==> config.mk <==
export PLATFORM = sky130hd
export DESIGN_NAME = instr_encoder
export DESIGN_NICKNAME = d
export VERILOG_FILES = /design/src/rtl/riscv_enc_pkg.sv /design/src/rtl/instr_pack.sv /design/src/rtl/instr_encoder.sv
export SDC_FILE = /design/constraint.sdc
export NUM_CORES = 1
export LEC_CHECK = 0
export ABC_AREA = 1
export CORE_ASPECT_RATIO = 0.6
export CORE_MARGIN = 2
export CORE_UTILIZATION = 54
export DETAILED_ROUTE_END_ITERATION = 6
export PLACE_DENSITY = 0.86
export RECOVER_POWER = 50
export SYNTH_ARGS = -nofsm -noshare
export SYNTH_HDL_FRONTEND = slang
export SYNTH_HIERARCHICAL = 1
export SYNTH_SLANG_ARGS = --single-unit
==> constraint.sdc <==
create_clock -name clk -period 3.4 [get_ports clk]
set_clock_uncertainty 0.1 [all_clocks]
set_input_delay 0.51 -clock clk [delete_from_list [all_inputs] [get_ports clk]]
set_output_delay 0.51 -clock clk [all_outputs]
set_load 0.02 [all_outputs]
==> src/rtl/riscv_enc_pkg.sv <==
// Shared definitions for the RV32I instruction encoder: opcode constants,
// the instruction format enum, the canonical NOP, and the classify and
// immediate range-check helpers used by stage 1.
package riscv_enc_pkg;

  localparam logic [6:0] OP_LOAD   = 7'b0000011;
  localparam logic [6:0] OP_IMM    = 7'b0010011;
  localparam logic [6:0] OP_JALR   = 7'b1100111;
  localparam logic [6:0] OP_STORE  = 7'b0100011;
  localparam logic [6:0] OP_BRANCH = 7'b1100011;
  localparam logic [6:0] OP_REG    = 7'b0110011;

  localparam logic [31:0] NOP = 32'h00000013;

  typedef enum logic [2:0] {FMT_R, FMT_I, FMT_S, FMT_B, FMT_BAD} fmt_e;

  function automatic fmt_e classify(input logic [6:0] op);
    fmt_e f;
    case (op)
      OP_LOAD, OP_IMM, OP_JALR: f = FMT_I;
      OP_STORE:                 f = FMT_S;
      OP_BRANCH:                f = FMT_B;
      OP_REG:                   f = FMT_R;
      default:                  f = FMT_BAD;
    endcase
    return f;
  endfunction

  // Returns 1 when the immediate is encodable in the given format.
  // BAD is never ok, so "error" is simply the negation of this.
  function automatic logic imm_ok(input fmt_e f, input logic signed [31:0] imm);
    logic ok;
    case (f)
      FMT_I, FMT_S: ok = (imm >= -32'sd2048) && (imm <= 32'sd2047);
      FMT_B:        ok = (imm >= -32'sd4096) && (imm <= 32'sd4094) && !imm[0];
      FMT_R:        ok = 1'b1;
      default:      ok = 1'b0;
    endcase
    return ok;
  endfunction

endpackage

==> src/rtl/instr_pack.sv <==
// Purpose: packs instruction fields into an RV32I word by format; BAD gives NOP.
// Latency: purely combinational.  Backpressure: none (no state).
// Ports: fmt, opcode/funct3/funct7, rd/rs1/rs2, imm[12:0] in; instr[31:0] out.
module instr_pack
  import riscv_enc_pkg::*;
(
  input  fmt_e        fmt,
  input  logic [6:0]  opcode,
  input  logic [2:0]  funct3,
  input  logic [6:0]  funct7,
  input  logic [4:0]  rd,
  input  logic [4:0]  rs1,
  input  logic [4:0]  rs2,
  input  logic [12:0] imm,
  output logic [31:0] instr
);

  always_comb begin
    instr = NOP;
    case (fmt)
      FMT_I: instr = {imm[11:0], rs1, funct3, rd, opcode};
      FMT_S: instr = {imm[11:5], rs2, rs1, funct3, imm[4:0], opcode};
      FMT_B: instr = {imm[12], imm[10:5], rs2, rs1, funct3, imm[4:1], imm[11], opcode};
      FMT_R: instr = {funct7, rs2, rs1, funct3, rd, opcode};
      default: instr = NOP;
    endcase
  end

endmodule

==> src/rtl/instr_encoder.sv <==
// Purpose: 2-stage RV32I encoder (classify/range-check, then pack/register)
//   with word-address tagging and a saturating error counter.
// Latency: 2 cycles at 1 word/cycle; in_ready drops only when both stages are
//   full and the output is stalled, or during clear/reset.
// Ports: clk, rst_n, clear; in_valid/in_ready + instruction fields + in_imm;
//   out_valid/out_ready, out_instr, out_addr, out_err; err_count.
module instr_encoder
  import riscv_enc_pkg::*;
#(
  parameter int                ADDR_W    = 16,
  parameter logic [ADDR_W-1:0] BASE_ADDR = '0
) (
  input  logic              clk,
  input  logic              rst_n,
  input  logic              clear,
  input  logic              in_valid,
  output logic              in_ready,
  input  logic [6:0]        in_opcode,
  input  logic [2:0]        in_funct3,
  input  logic [6:0]        in_funct7,
  input  logic [4:0]        in_rd,
  input  logic [4:0]        in_rs1,
  input  logic [4:0]        in_rs2,
  input  logic [31:0]       in_imm,
  output logic              out_valid,
  input  logic              out_ready,
  output logic [31:0]       out_instr,
  output logic [ADDR_W-1:0] out_addr,
  output logic              out_err,
  output logic [7:0]        err_count
);

  // Stage 1 holds the raw fields plus the classification result. Only the
  // low 13 immediate bits are kept: once the range check passes, that is
  // all any format needs for packing.
  logic        s1_vld;
  fmt_e        s1_fmt;
  logic        s1_err;
  logic [6:0]  s1_op;
  logic [2:0]  s1_f3;
  logic [6:0]  s1_f7;
  logic [4:0]  s1_rd;
  logic [4:0]  s1_rs1;
  logic [4:0]  s1_rs2;
  logic [12:0] s1_imm;

  logic        out_fire;
  logic        s2_adv;
  logic        in_fire;
  fmt_e        in_fmt;
  logic [31:0] packed_word;

  assign out_fire = out_valid & out_ready;
  assign s2_adv   = s1_vld & (~out_valid | out_ready);
  // rst_n is folded in so the input side reads as not-ready while held in reset.
  assign in_ready = rst_n & ~clear & (~s1_vld | s2_adv);
  assign in_fire  = in_valid & in_ready;
  assign in_fmt   = classify(in_opcode);

  instr_pack u_pack (
    .fmt    (s1_fmt),
    .opcode (s1_op),
    .funct3 (s1_f3),
    .funct7 (s1_f7),
    .rd     (s1_rd),
    .rs1    (s1_rs1),
    .rs2    (s1_rs2),
    .imm    (s1_imm),
    .instr  (packed_word)
  );

  // Stage 1: classify and range-check.
  always_ff @(posedge clk or negedge rst_n) begin
    if (!rst_n) begin
      s1_vld <= 1'b0;
      s1_fmt <= FMT_BAD;
      s1_err <= 1'b0;
      s1_op  <= '0;
      s1_f3  <= '0;
      s1_f7  <= '0;
      s1_rd  <= '0;
      s1_rs1 <= '0;
      s1_rs2 <= '0;
      s1_imm <= '0;
    end else if (clear) begin
      s1_vld <= 1'b0;
    end else if (in_fire) begin
      s1_vld <= 1'b1;
      s1_fmt <= in_fmt;
      s1_err <= ~imm_ok(in_fmt, $signed(in_imm));
      s1_op  <= in_opcode;
      s1_f3  <= in_funct3;
      s1_f7  <= in_funct7;
      s1_rd  <= in_rd;
      s1_rs1 <= in_rs1;
      s1_rs2 <= in_rs2;
      s1_imm <= in_imm[12:0];
    end else if (s2_adv) begin
      s1_vld <= 1'b0;
    end
  end

  // Stage 2: pack and register outputs; holds while stalled.
  always_ff @(posedge clk or negedge rst_n) begin
    if (!rst_n) begin
      out_valid <= 1'b0;
      out_instr <= '0;
      out_err   <= 1'b0;
    end else if (clear) begin
      out_valid <= 1'b0;
      out_err   <= 1'b0;
    end else if (s2_adv) begin
      out_valid <= 1'b1;
      out_instr <= s1_err ? NOP : packed_word;
      out_err   <= s1_err;
    end else if (out_fire) begin
      out_valid <= 1'b0;
    end
  end

  // out_addr names the word currently on the output, so it only moves after
  // that word is taken. A handshake coinciding with clear is not counted.
  always_ff @(posedge clk or negedge rst_n) begin
    if (!rst_n) begin
      out_addr  <= BASE_ADDR;
      err_count <= '0;
    end else if (clear) begin
      out_addr  <= BASE_ADDR;
      err_count <= '0;
    end else if (out_fire) begin
      out_addr <= out_addr + ADDR_W'(4);
      if (out_err && (err_count != 8'hFF)) err_count <= err_count + 8'd1;
    end
  end

endmodule

==> run metrics, run 1 <==
outcome finished with violations; failing checks capacitance limit, slew limit; Nets 882; cells after synthesis 700; worst hold path type primary input to asynchronous set/reset pin; sequential area share after synthesis 0.498; CTS tree built; H-tree depth 3; reg2reg setup slack between 1 and 1.5 ns; Crit-path slowest cell clkbuf_1; Slew Viols, Final around 110; crit path cell chain clkdlybuf4s50_1 > clkbuf_1 > nor2_2 > buf_12 > nand3_1 > nand2_1; cell area after layout between 6000 and 7000 µm²; post-cts hold buffer count 0; Root Driver clkbuf_16; Via density 5.41; final setup fails 0; post-synthesis cell type count 34; Leakage Power 3.41 nW; most frequent cell after synthesis nand2_1; Crit Path Category primary input to flip-flop; Fillers 766; per-cell routed wire length 15.4 µm; max incr delay on CP about 1.2 ns; Setup Buffers After CTS 0; share of cells above drive strength 1 0.0503; pwr/cell area 413 nW/µm²; Starting Density 0.548; async set-reset flop share out of synthesis 1.00; Top Metal Used met4; Mean Syn Cell Area approximately 7.6 µm²; CTS Buf Count 9; worst-margin pin slew 1.68 ns; period utilisation layout 0.872; post_cts resized 0; FF+latch count, synth about 110; placer congestion estimate 0.863; dpl cell area 6660 µm²; Slew HR -0.117; Synth area leaders dfrtp_1 49%, nand2_1 17%, nand3_1 5.6%; DRT Pass-1 Iters 5; num ports about 130; full die area 10700 µm²; Final Hold Fails 0; Final ANT Viol Nets 0; number of synthesized flops with an enable pin 0; clk sink count 106; num rows 28; Max IR drop VDD approximately 0.30 mV; Peak Freq 337 MHz; metal3 WL 1180 µm; routed length on met1 about 6500 µm; final worst setup slack 0.436 ns; Setup crit start kind primary input; largest net degree at the start of global routing between 60 and 70; diode count 0; Crit Path Max Fanout slightly above 40; Critical path origin clear; Clock Latency Late Sink 0.35 ns; Worst R2R Start out_valid; Clock transition at path regs 0.07 ns; Pwr Total 2.85 mW; pre-CTS WS 0.801 ns; I/O Buffers 125; yosys warns 6; Critical path buffers and inverters 3; Residual DRC 0; Area Growth Syn to Fin 29.3%; vias 5140; Final min period 2.96 ns; RSZ-0062 raised after global routing false; HPWL Detailed roughly 10000 µm; max cap viols 2; Routed WL 14700 µm; final setup TNS 0 ns; GRT Total Usage 0.281; Post-synth top cells 241 x nand2_1, 105 x dfrtp_1, 60 x nand3_1, 60 x nor2_1; R2R Path End out_addr[12]; number of global-route vias before repair 4841; final core occ 0.708; element type at the critical path end flip-flop; Synth Flop Type dfrtp_1; crit-path leading delay family buffers and inverters; Mapped Area about 5300 µm²; worst r2r path cells 10; metal2 WL about 6700 µm; Iteration-0 DRC Markers 424; GR Overflow Total 0; Worst EP arrival about 3.1 ns; Required @ worst endpoint approximately 3.5 ns; Core Region 9740 µm²; Clock Path Buffers 2; Die Span Y 81.0 µm; Synth top area share 0.493; dominant cell type by area after synthesis dfrtp_1; Die Width 132 µm; initial antenna violation count 0; first-pass GRT wire length 23900 µm
-- worst max path at each step --
stage | endpoint | slack (ns) | depth (start not counted)
2_1_floorplan | err_count[4] | 1.62 | 9
3_3_place_gp | in_ready | 0.87 | 6
3_5_place_dp | in_ready | 0.80 | 6
4_1_cts | in_ready | 0.79 | 6
5_1_grt | out_instr[16] | 0.35 | 6
6_report | out_instr[16] | 0.44 | 6
-- per-layer routing --
| metal | vias to the layer above | track usage |
|---|---|---|
| met1 | 2409 | 0.386 |
| met2 | 247 | 0.448 |
| li1 | 2459 | - |
| met5 | - | 0 |
| met3 | 25 | 0.0687 |
| met4 | 0 | 0.0914 |
-- kinds of logic (layout without fill, tap and decap cells) --
logic type / after synthesis / in the layout / share of synthesized area
simple gates: 411 / 411 / 0.337
flops: 106 / 106 / 0.498
buf+inv: 97 / 211 / 0.0756
compound gates: 80 / 80 / 0.0791
xor+xnor: 3 / 3 / 0.00493
fa+ha+maj: 2 / 2 / 0.00469
other cells: 1 / 2 / 0.000703
-- stage by stage --
step,instances,hold slack [ns]
5_1_grt,950,0.257
6_report,950,0.210
3_3_place_gp,935,0.358
2_1_floorplan,701,0.114
3_5_place_dp,935,0.365
4_1_cts,950,0.165
-- where the power goes --
part / switching, mW / internal [mW] / leakage (nW)
logic: 0.220 / 0.170 / 1.89
registers: 0.104 / 1.37 / 1.39
clock network: 0.451 / 0.533 / 0.132
total: 0.774 / 2.07 / 3.41
-- sequential cells by signal, indices dropped and copies added, names as in the netlist, 3 cells and up --
name / count
s1_rs2: 5
out_addr: 14
s1_rd: 5
s1_fmt: 3
s1_f7: 7
s1_rs1: 5
err_count: 8
s1_f3: 3
out_instr: 32
s1_imm: 13
s1_op: 7
-- cell type report --
| type | count | area, µm² | area share |
|---|---|---|---|
| clock buffers | 13 | 260 | 0.0377 |
| clock inverters | 2 | 12.5 | 0.00181 |
| inverters | 63 | 236 | 0.0343 |
| multi-input cells | 498 | 2250 | 0.326 |
| flip-flops and latches | 106 | 2650 | 0.385 |
| well taps | 135 | 169 | 0.0245 |
| repair buffers | 133 | 1310 | 0.190 |
-- cell usage in the layout (no fill, tap or decap), types with 2 or more instances in the layout --
cell type,instances
a21oi_1,12
buf_4,5
clkbuf_1,4
clkbuf_16,9
clkbuf_8,2
clkdlybuf4s50_1,116
conb_1,2
dfrtp_1,105
dlygate4sd3_1,8
ha_1,2
inv_1,59
inv_2,4
nand2_1,242
nand2_2,3
nand3_1,61
nand4_1,21
nor2_1,60
nor2_2,2
nor3_1,9
nor3_2,2
nor4_1,2
o21a_1,3
o21ai_0,59
o21ai_1,2
o31ai_1,2
or2_2,4
xor2_1,3
(Power assumes the default switching activity.)
==> run 2, diff against run 1 <==
--- a/config.mk
+++ b/config.mk
@@ -6,6 +6,7 @@
 export NUM_CORES = 1
 export LEC_CHECK = 0
 export ABC_AREA = 1
+export CAP_MARGIN = 20
 export CORE_ASPECT_RATIO = 0.6
 export CORE_MARGIN = 2
 export CORE_UTILIZATION = 54
==> results of run 2 <==
The final DEF is identical to that of run 1; final timing and power are the same.
